**src/rtl/mul_pipe_rv_pkg.sv**
```systemverilog
// mul_pipe_rv_pkg: shared types for the EX-stage multiplier.
// Op encoding matches funct3[1:0] of RV32M MUL/MULH/MULHSU/MULHU.
`timescale 1ns/1ps
package mul_pipe_rv_pkg;

  typedef enum logic [1:0] {
    OP_MUL    = 2'b00,
    OP_MULH   = 2'b01,
    OP_MULHSU = 2'b10,
    OP_MULHU  = 2'b11
  } mul_op_e;

endpackage

```
**src/rtl/mul_pipe_rv_if.sv**
```systemverilog
// mul_pipe_rv_if: issue (in_*) and result (out_*) handshakes.
// master = issuing/consuming side, slave = the multiplier.
`timescale 1ns/1ps
interface mul_pipe_rv_if #(
  parameter int XLEN  = 32,
  parameter int TAG_W = 5
) ();

  logic             in_valid;
  logic             in_ready;
  logic [1:0]       op;
  logic [XLEN-1:0]  a;
  logic [XLEN-1:0]  b;
  logic [TAG_W-1:0] tag;
  logic             out_valid;
  logic             out_ready;
  logic [XLEN-1:0]  result;
  logic [TAG_W-1:0] out_tag;

  modport master (
    output in_valid, op, a, b, tag,
    output out_ready,
    input  in_ready, out_valid,
    input  result, out_tag
  );

  modport slave (
    input  in_valid, op, a, b, tag,
    input  out_ready,
    output in_ready, out_valid,
    output result, out_tag
  );

endinterface

```
**src/rtl/mul_pipe_rv.sv**
```systemverilog
// mul_pipe_rv: pipelined RV32M multiplier, valid/ready + tag + flush.
// Define MUL_OPCOUNT_EN for the 32-bit retired-op counter.
`timescale 1ns/1ps
module mul_pipe_rv
  import mul_pipe_rv_pkg::*;
#(
  parameter int XLEN   = 32,
  parameter int STAGES = 3,
  parameter int TAG_W  = 5
) (
  input  logic         clk,
  input  logic         rst,
  input  logic         flush,
  mul_pipe_rv_if.slave bus,
  output logic         busy,
  output logic [31:0]  op_count
);

  localparam int H  = XLEN / 2;
  localparam int PP = 2 * H + 2;
  localparam int PW = 2 * XLEN;

  typedef struct packed {
    logic             v;
    mul_op_e          op;
    logic [TAG_W-1:0] tag;
    logic [PP-1:0]    ll;
    logic [PP-1:0]    lh;
    logic [PP-1:0]    hl;
    logic [PP-1:0]    hh;
  } s1_t;

  typedef struct packed {
    logic             v;
    mul_op_e          op;
    logic [TAG_W-1:0] tag;
    logic [PW-1:0]    p;
  } s2_t;

  s1_t s1_q, s1_d;
  s2_t s2_q, s2_d;

  logic adv;
  logic accept;
  logic out_v;

  assign adv          = !out_v | bus.out_ready;
  assign bus.in_ready = adv & !flush;
  assign accept       = bus.in_valid & bus.in_ready;

  mul_op_e op_in;
  logic    a_sgn;
  logic    b_sgn;

  assign op_in = mul_op_e'(bus.op);
  assign a_sgn = (op_in != OP_MULHU);
  assign b_sgn = (op_in == OP_MUL)
               | (op_in == OP_MULH);

  logic [XLEN:0] ax;
  logic [XLEN:0] bx;

  assign ax = {a_sgn & bus.a[XLEN-1], bus.a};
  assign bx = {b_sgn & bus.b[XLEN-1], bus.b};

  // Low halves unsigned, high halves signed, all
  // widened so each partial product is exact.
  logic signed [PP-1:0] al, ah, bl, bh;

  assign al = {{(PP-H){1'b0}}, ax[H-1:0]};
  assign bl = {{(PP-H){1'b0}}, bx[H-1:0]};
  assign ah = {{(PP-H-1){ax[XLEN]}}, ax[XLEN:H]};
  assign bh = {{(PP-H-1){bx[XLEN]}}, bx[XLEN:H]};

  always_comb begin
    s1_d     = '0;
    s1_d.v   = accept;
    s1_d.op  = op_in;
    s1_d.tag = bus.tag;
    s1_d.ll  = al * bl;
    s1_d.lh  = al * bh;
    s1_d.hl  = ah * bl;
    s1_d.hh  = ah * bh;
  end

  function automatic logic [PW-1:0] sx(
    input logic [PP-1:0] x
  );
    return {{(PW-PP){x[PP-1]}}, x};
  endfunction

  // Bits above 2*XLEN are never selected,
  // so the sum is kept modulo 2^(2*XLEN).
  always_comb begin
    s2_d     = '0;
    s2_d.v   = s1_q.v;
    s2_d.op  = s1_q.op;
    s2_d.tag = s1_q.tag;
    s2_d.p   = sx(s1_q.ll)
             + (sx(s1_q.lh) << H)
             + (sx(s1_q.hl) << H)
             + (sx(s1_q.hh) << (2 * H));
  end

  always_ff @(posedge clk) begin
    if (rst) begin
      s1_q <= '0;
      s2_q <= '0;
    end else begin
      if (adv) begin
        s1_q <= s1_d;
        s2_q <= s2_d;
      end
      if (flush) begin
        s1_q.v <= 1'b0;
        s2_q.v <= 1'b0;
      end
    end
  end

  logic [XLEN-1:0] res2;

  assign res2 = (s2_q.op == OP_MUL)
              ? s2_q.p[XLEN-1:0]
              : s2_q.p[2*XLEN-1:XLEN];

  logic             tail_v;
  logic [XLEN-1:0]  tail_r;
  logic [TAG_W-1:0] tail_t;
  logic             tail_busy;

  if (STAGES > 2) begin : g_tail
    localparam int D = STAGES - 2;

    logic [D-1:0]     v_q;
    logic [XLEN-1:0]  r_q [D];
    logic [TAG_W-1:0] t_q [D];

    always_ff @(posedge clk) begin
      if (rst) begin
        v_q <= '0;
        for (int i = 0; i < D; i++) begin
          r_q[i] <= '0;
          t_q[i] <= '0;
        end
      end else begin
        if (adv) begin
          v_q[0] <= s2_q.v;
          r_q[0] <= res2;
          t_q[0] <= s2_q.tag;
          for (int i = 1; i < D; i++) begin
            v_q[i] <= v_q[i-1];
            r_q[i] <= r_q[i-1];
            t_q[i] <= t_q[i-1];
          end
        end
        if (flush) v_q <= '0;
      end
    end

    assign tail_v    = v_q[D-1];
    assign tail_r    = r_q[D-1];
    assign tail_t    = t_q[D-1];
    assign tail_busy = |v_q;
  end else begin : g_notail
    assign tail_v    = s2_q.v;
    assign tail_r    = res2;
    assign tail_t    = s2_q.tag;
    assign tail_busy = 1'b0;
  end

  assign out_v         = tail_v;
  assign bus.out_valid = out_v;
  assign bus.result    = tail_r;
  assign bus.out_tag   = tail_t;

  assign busy = s1_q.v | s2_q.v | tail_busy;

`ifdef MUL_OPCOUNT_EN
  logic        retire;
  logic [31:0] cnt_q, cnt_d;

  // A result killed by flush in its hand-off
  // cycle is not counted.
  assign retire = out_v & bus.out_ready & !flush;
  assign cnt_d  = cnt_q + 32'd1;

  always_ff @(posedge clk) begin
    if (rst)         cnt_q <= '0;
    else if (retire) cnt_q <= cnt_d;
  end

  assign op_count = cnt_q;
`else
  assign op_count = 32'h0;
`endif

endmodule

```
**src/flat_wrapper.sv**
```systemverilog
// flat-port wrapper written by rule: the top's interface ports become plain ports
module mul_pipe_rv_flat import mul_pipe_rv_pkg::*;
#(
  parameter int XLEN   = 32,
  parameter int STAGES = 3,
  parameter int TAG_W  = 5
)
  (clk, rst, flush, busy, op_count, bus_in_valid, bus_op, bus_a, bus_b, bus_tag, bus_out_ready, bus_in_ready, bus_out_valid, bus_result, bus_out_tag);
  mul_pipe_rv_if #(.XLEN(XLEN), .TAG_W(TAG_W)) bus_i ();
  input  logic clk;
  input  logic rst;
  input  logic flush;
  output logic busy;
  output logic [31:0] op_count;
  input wire logic [$bits(bus_i.in_valid)-1:0] bus_in_valid;
  input wire logic [$bits(bus_i.op)-1:0] bus_op;
  input wire logic [$bits(bus_i.a)-1:0] bus_a;
  input wire logic [$bits(bus_i.b)-1:0] bus_b;
  input wire logic [$bits(bus_i.tag)-1:0] bus_tag;
  input wire logic [$bits(bus_i.out_ready)-1:0] bus_out_ready;
  output wire logic [$bits(bus_i.in_ready)-1:0] bus_in_ready;
  output wire logic [$bits(bus_i.out_valid)-1:0] bus_out_valid;
  output wire logic [$bits(bus_i.result)-1:0] bus_result;
  output wire logic [$bits(bus_i.out_tag)-1:0] bus_out_tag;
  assign bus_i.in_valid = bus_in_valid;
  assign bus_i.op = bus_op;
  assign bus_i.a = bus_a;
  assign bus_i.b = bus_b;
  assign bus_i.tag = bus_tag;
  assign bus_i.out_ready = bus_out_ready;
  assign bus_in_ready = bus_i.in_ready;
  assign bus_out_valid = bus_i.out_valid;
  assign bus_result = bus_i.result;
  assign bus_out_tag = bus_i.out_tag;
  mul_pipe_rv #(.XLEN(XLEN), .STAGES(STAGES), .TAG_W(TAG_W)) u_core (.clk(clk), .rst(rst), .flush(flush), .bus(bus_i), .busy(busy), .op_count(op_count));
endmodule
```
**config.mk**
```make
export PLATFORM = sky130hd
export DESIGN_NAME = mul_pipe_rv_flat
export DESIGN_NICKNAME = d
export VERILOG_FILES = /design/src/rtl/mul_pipe_rv_pkg.sv /design/src/rtl/mul_pipe_rv_if.sv /design/src/rtl/mul_pipe_rv.sv /design/src/flat_wrapper.sv
export SDC_FILE = /design/constraint.sdc
export NUM_CORES = 2
export LEC_CHECK = 0
export CORE_MARGIN = 8
export CORE_UTILIZATION = 60
export CTS_BUF_LIST = sky130_fd_sc_hd__clkbuf_4
export CTS_CLUSTER_DIAMETER = 200
export DETAILED_ROUTE_END_ITERATION = 7
export GPL_TIMING_DRIVEN = 0
export PLACE_DENSITY = 0.9
export SLEW_MARGIN = 20
export SYNTH_ARGS = -nofsm -noshare
export SYNTH_HDL_FRONTEND = slang
export SYNTH_SLANG_ARGS = --single-unit
```
**constraint.sdc**
```tcl
create_clock -name clk -period 7.8 [get_ports clk]
set_input_delay 1.56 -clock clk [delete_from_list [all_inputs] [get_ports clk]]
set_output_delay 1.56 -clock clk [all_outputs]
set_load 0.01 [all_outputs]
```
==> impl_results.md <==
- Setup repair after global routing missed its margin: yes
- Worst Path Required: 8400 ps
- Type of the worst min-delay path: flop to flop
- TritonCTS clock tree: yes
- Maximum cell stage delay along the critical path: 580 ps
- Die Width: 309 um
- Final net count: 7694
- Crit end category: flop
- Cell types with the largest area share after synthesis: sky130_fd_sc_hd__fa_1 39%, sky130_fd_sc_hd__ha_1 12%, sky130_fd_sc_hd__inv_1 8.8%
- Critical path's most frequent cell: sky130_fd_sc_hd__fa_1
- Synth top cells by count: 1209 x sky130_fd_sc_hd__inv_1, 997 x sky130_fd_sc_hd__fa_1, 973 x sky130_fd_sc_hd__nand2_1, 502 x sky130_fd_sc_hd__and2_1, 479 x sky130_fd_sc_hd__ha_1
- Antenna violation net count after detailed routing: 0
- Clock Pin Slew Worst Setup and Hold Paths: 80 ps
- Maximum number of pins on one net before global-route repair: 28
- Total wirelength of the detailed-routed design: 174000 um
- I/O pin total: 148
- Wire length of the first global-routing pass: 260000 um
- Drt drc: 16
- Total of flip-flops plus latches after synthesis: 250
- YS warnings: 0
- Area growth syn-to-layout: 8.85%
- Max stage delay cell, worst path: sky130_fd_sc_hd__clkdlybuf4s18_2
- Share of synthesized cell area in full adder, half adder and majority cells: 50.2%
- Largest family of logic cells by synthesized area: adder cells
- Buffers from clock root to sink, at most: 3
- Antenna violations before repair: 21
- Detail-routed net length per standard cell: 23.7 um
- Proportion of layout cells with a drive suffix above 1: 6.89%
- Area occupied by multi-input gates: 41000 sq um
- Maximum achievable frequency: 0.126 GHz
- Actual slew at the worst max-slew pin: 1100 ps
- Overflow left after global routing: 0
- Proportion of netlist area held by the largest area contributor: 38.6%
- Max_cap viols: 0
- Final setup violation count: 6
- Clock root buffer master: sky130_fd_sc_hd__clkbuf_4
- Final Hold Violating Endpoints: 0
- Detailed router's first-iteration violation count: 4646
- Reg area: 5380 sq um
- Multiplexer share of the synthesized area: 0.0581%
- Syn Inst Count: 5929
- EDFF count, synth: 37
- Core Footprint: 85300 sq um
- Global-route usage over all layers: 36.1%
- Critical Path Start Type: input port
- Max Fanout on Critical Path: 11
- Instance area at placement: 54400 sq um
- Most used flip-flop cell after synthesis: sky130_fd_sc_hd__dfxtp_1
- Worst clock skew: 34.7 ps
- Max transition margin: 26.1%
- Final RePlAce weighted congestion: 1.05
- Post-route standard cell area excluding fillers: 56300 sq um
- 1st-pass router iterations: 8
- # port buffers: 114
- Layout fillers: 6598
- Row count: 107
- Total number of vias: 44100
- Arrival time at the worst endpoint: 8520 ps
- Most frequent cell after synthesis: sky130_fd_sc_hd__inv_1
- Die Span Y: 309 um
- Kind of cell adding the most delay to the critical path: adder cells
- Worst-path cell chain: clkdlybuf4s18_2, clkbuf_2, and2_1, ha_1, inv_1, fa_1, inv_1, fa_1, inv_1, fa_1, inv_1, fa_1, fa_1, ha_1, a21o_1, a21o_1, a21oi_2, o21ai_1, a31oi_4, o21ai_2, a311oi_1, o21bai_1, xnor2_2, o22ai_1
- Final critical delay including setup and external delays: 7920 ps
- Summed instance area of the synthesized netlist: 51700 sq um
- Worst-skew pair later-pin latency: 750 ps
- Area fraction in compound gates after synthesis: 8.16%
- Via density: 5.99
- Number of library cell types mapped by synthesis: 83
- Die ar.: 95800 sq um
- WS Path Type: input port to flop
- Async SR Flop Fraction: 0%
- Fin crit share: 102%
- Share of the yosys chip area belonging to registers: 10.4%
- WP buf/inv: 6
- Synthesized-area fraction occupied by xor and xnor cells: 3.24%
- Final setup slack of the worst path: -119 ps
- Synthesized area per cell: 8.72 sq um
- Initial core utilization: 60.6%
- Number of CTS-inserted buffers: 55
- Top cell type by total area after synthesis: sky130_fd_sc_hd__fa_1
- Vias in the first global route: 44800
- Sum of net half-perimeters after detailed placement: 141000 um
- Clock H-tree levels: 2
- Failing checks: DRC, setup timing
- Outcome: finished, violations left
- Synthesized-area fraction occupied by and/or/nand/nor cells: 16.6%
- Final max-slew violation count: 0
- Number of clock sinks: 250
final cells by class:
class,count,share of cell area [%]
Tap cell,1144,2.54
Timing Repair Buffer,125,2.04
Antenna cell,33,0.147
Inverter,1210,8.09
Buffer,315,3.47
Clock inverter,22,0.234
Clock buffer,78,1.04
Sequential cell,250,9.56
Multi-Input combinational cell,4185,72.9
state kept, by name, summed over array words and instances (netlist names):
| register | cells |
|---|---|
| u_core.bus.out_valid | 1 |
| u_core.g_tail.r_q | 32 |
| u_core.s2_q | 72 |
| u_core.s1_q | 140 |
| u_core.g_tail.t_q | 5 |
final timing paths:
kind / startpoint / slack [ps] / cells after the start / endpoint
worst max-delay path: bus_a[16] / -120 / 24 / u_core.s1_q[63]
worst min-delay path: u_core.s1_q[102] / 440 / 2 / u_core.s2_q[0]
worst max register to register: u_core.s1_q[68] / 1880 / 24 / u_core.s2_q[61]
worst min register to register: u_core.s1_q[102] / 440 / 2 / u_core.s2_q[0]
cells by family after synthesis:
logic type	Yosys count
adder cells (fa/ha/maj)	1476
multiplexers	3
other	1
flip-flops	250
AO/OA/AOI/OAI	670
AND/OR/NAND/NOR	1813
XOR/XNOR	191
buffers and inverters	1525
metrics by stage:
step	setup slack (ps)	std cells	hold WS [ps]	TNS, ps	utilization, %
3_3_place_gp	-2580	7218	436	-86420	63.8
6_report	-119	7362	444	-317	66.0
4_1_cts	3.52	7321	421	0	65.5
3_5_place_dp	-2680	7219	442	-93710	63.8
2_1_floorplan	397	5960	425	0	-
5_1_grt	-46.8	7335	440	-95.2	65.9
cell usage in the layout (no fill, tap or decap), drive strengths merged, types with 33 or more instances in the layout:
| master | count |
|---|---|
| inv | 1209 |
| fa | 997 |
| nand2 | 973 |
| and2 | 502 |
| ha | 479 |
| clkbuf | 347 |
| a21oi | 289 |
| dfxtp | 213 |
| xnor2 | 124 |
| nor2 | 112 |
| a21o | 99 |
| o21ai | 92 |
| buf | 83 |
| xor2 | 67 |
| clkdlybuf4s50 | 55 |
| nand3 | 54 |
| edfxtp | 37 |
| diode | 33 |
worst reg2reg max path: cells and delay by family, from the launching register on:
| kind | cells | cell delay, ps |
|---|---|---|
| adders and majority gates | 4 | 1510 |
| AOI/OAI and AO/OA | 14 | 2980 |
| and+or+nand+nor | 3 | 530 |
| buffers and inverters | 1 | 40 |
| xor gates and xnor gates | 2 | 410 |
| DFF | 1 | 320 |
repair_timing:
| item | in CTS | in global routing |
|---|---|---|
| hold endpoints to repair | 0 | 0 |
| resized for setup | 350 | 224 |
| endpoints found under the setup margin | 58 | 45 |
| setup buffers | 2 | 8 |
| pin swaps | 5 | 9 |
| hold buffers | 0 | 0 |
routing by layer:
layer  up-vias  wire length (um)  track usage [%]  share of wire (%)
met2      3334             72700             53.8                 42
met1     21300             57900             42.2                 33
met3      1064             26100             14.5                 15
li1      18400                 -                -                  -
met5         -               578             1.36               0.33
met4        26             17300             25.8                9.9
Power is not shown: default switching activity piles up to over one toggle a cycle in this logic, so the estimate is an artifact.
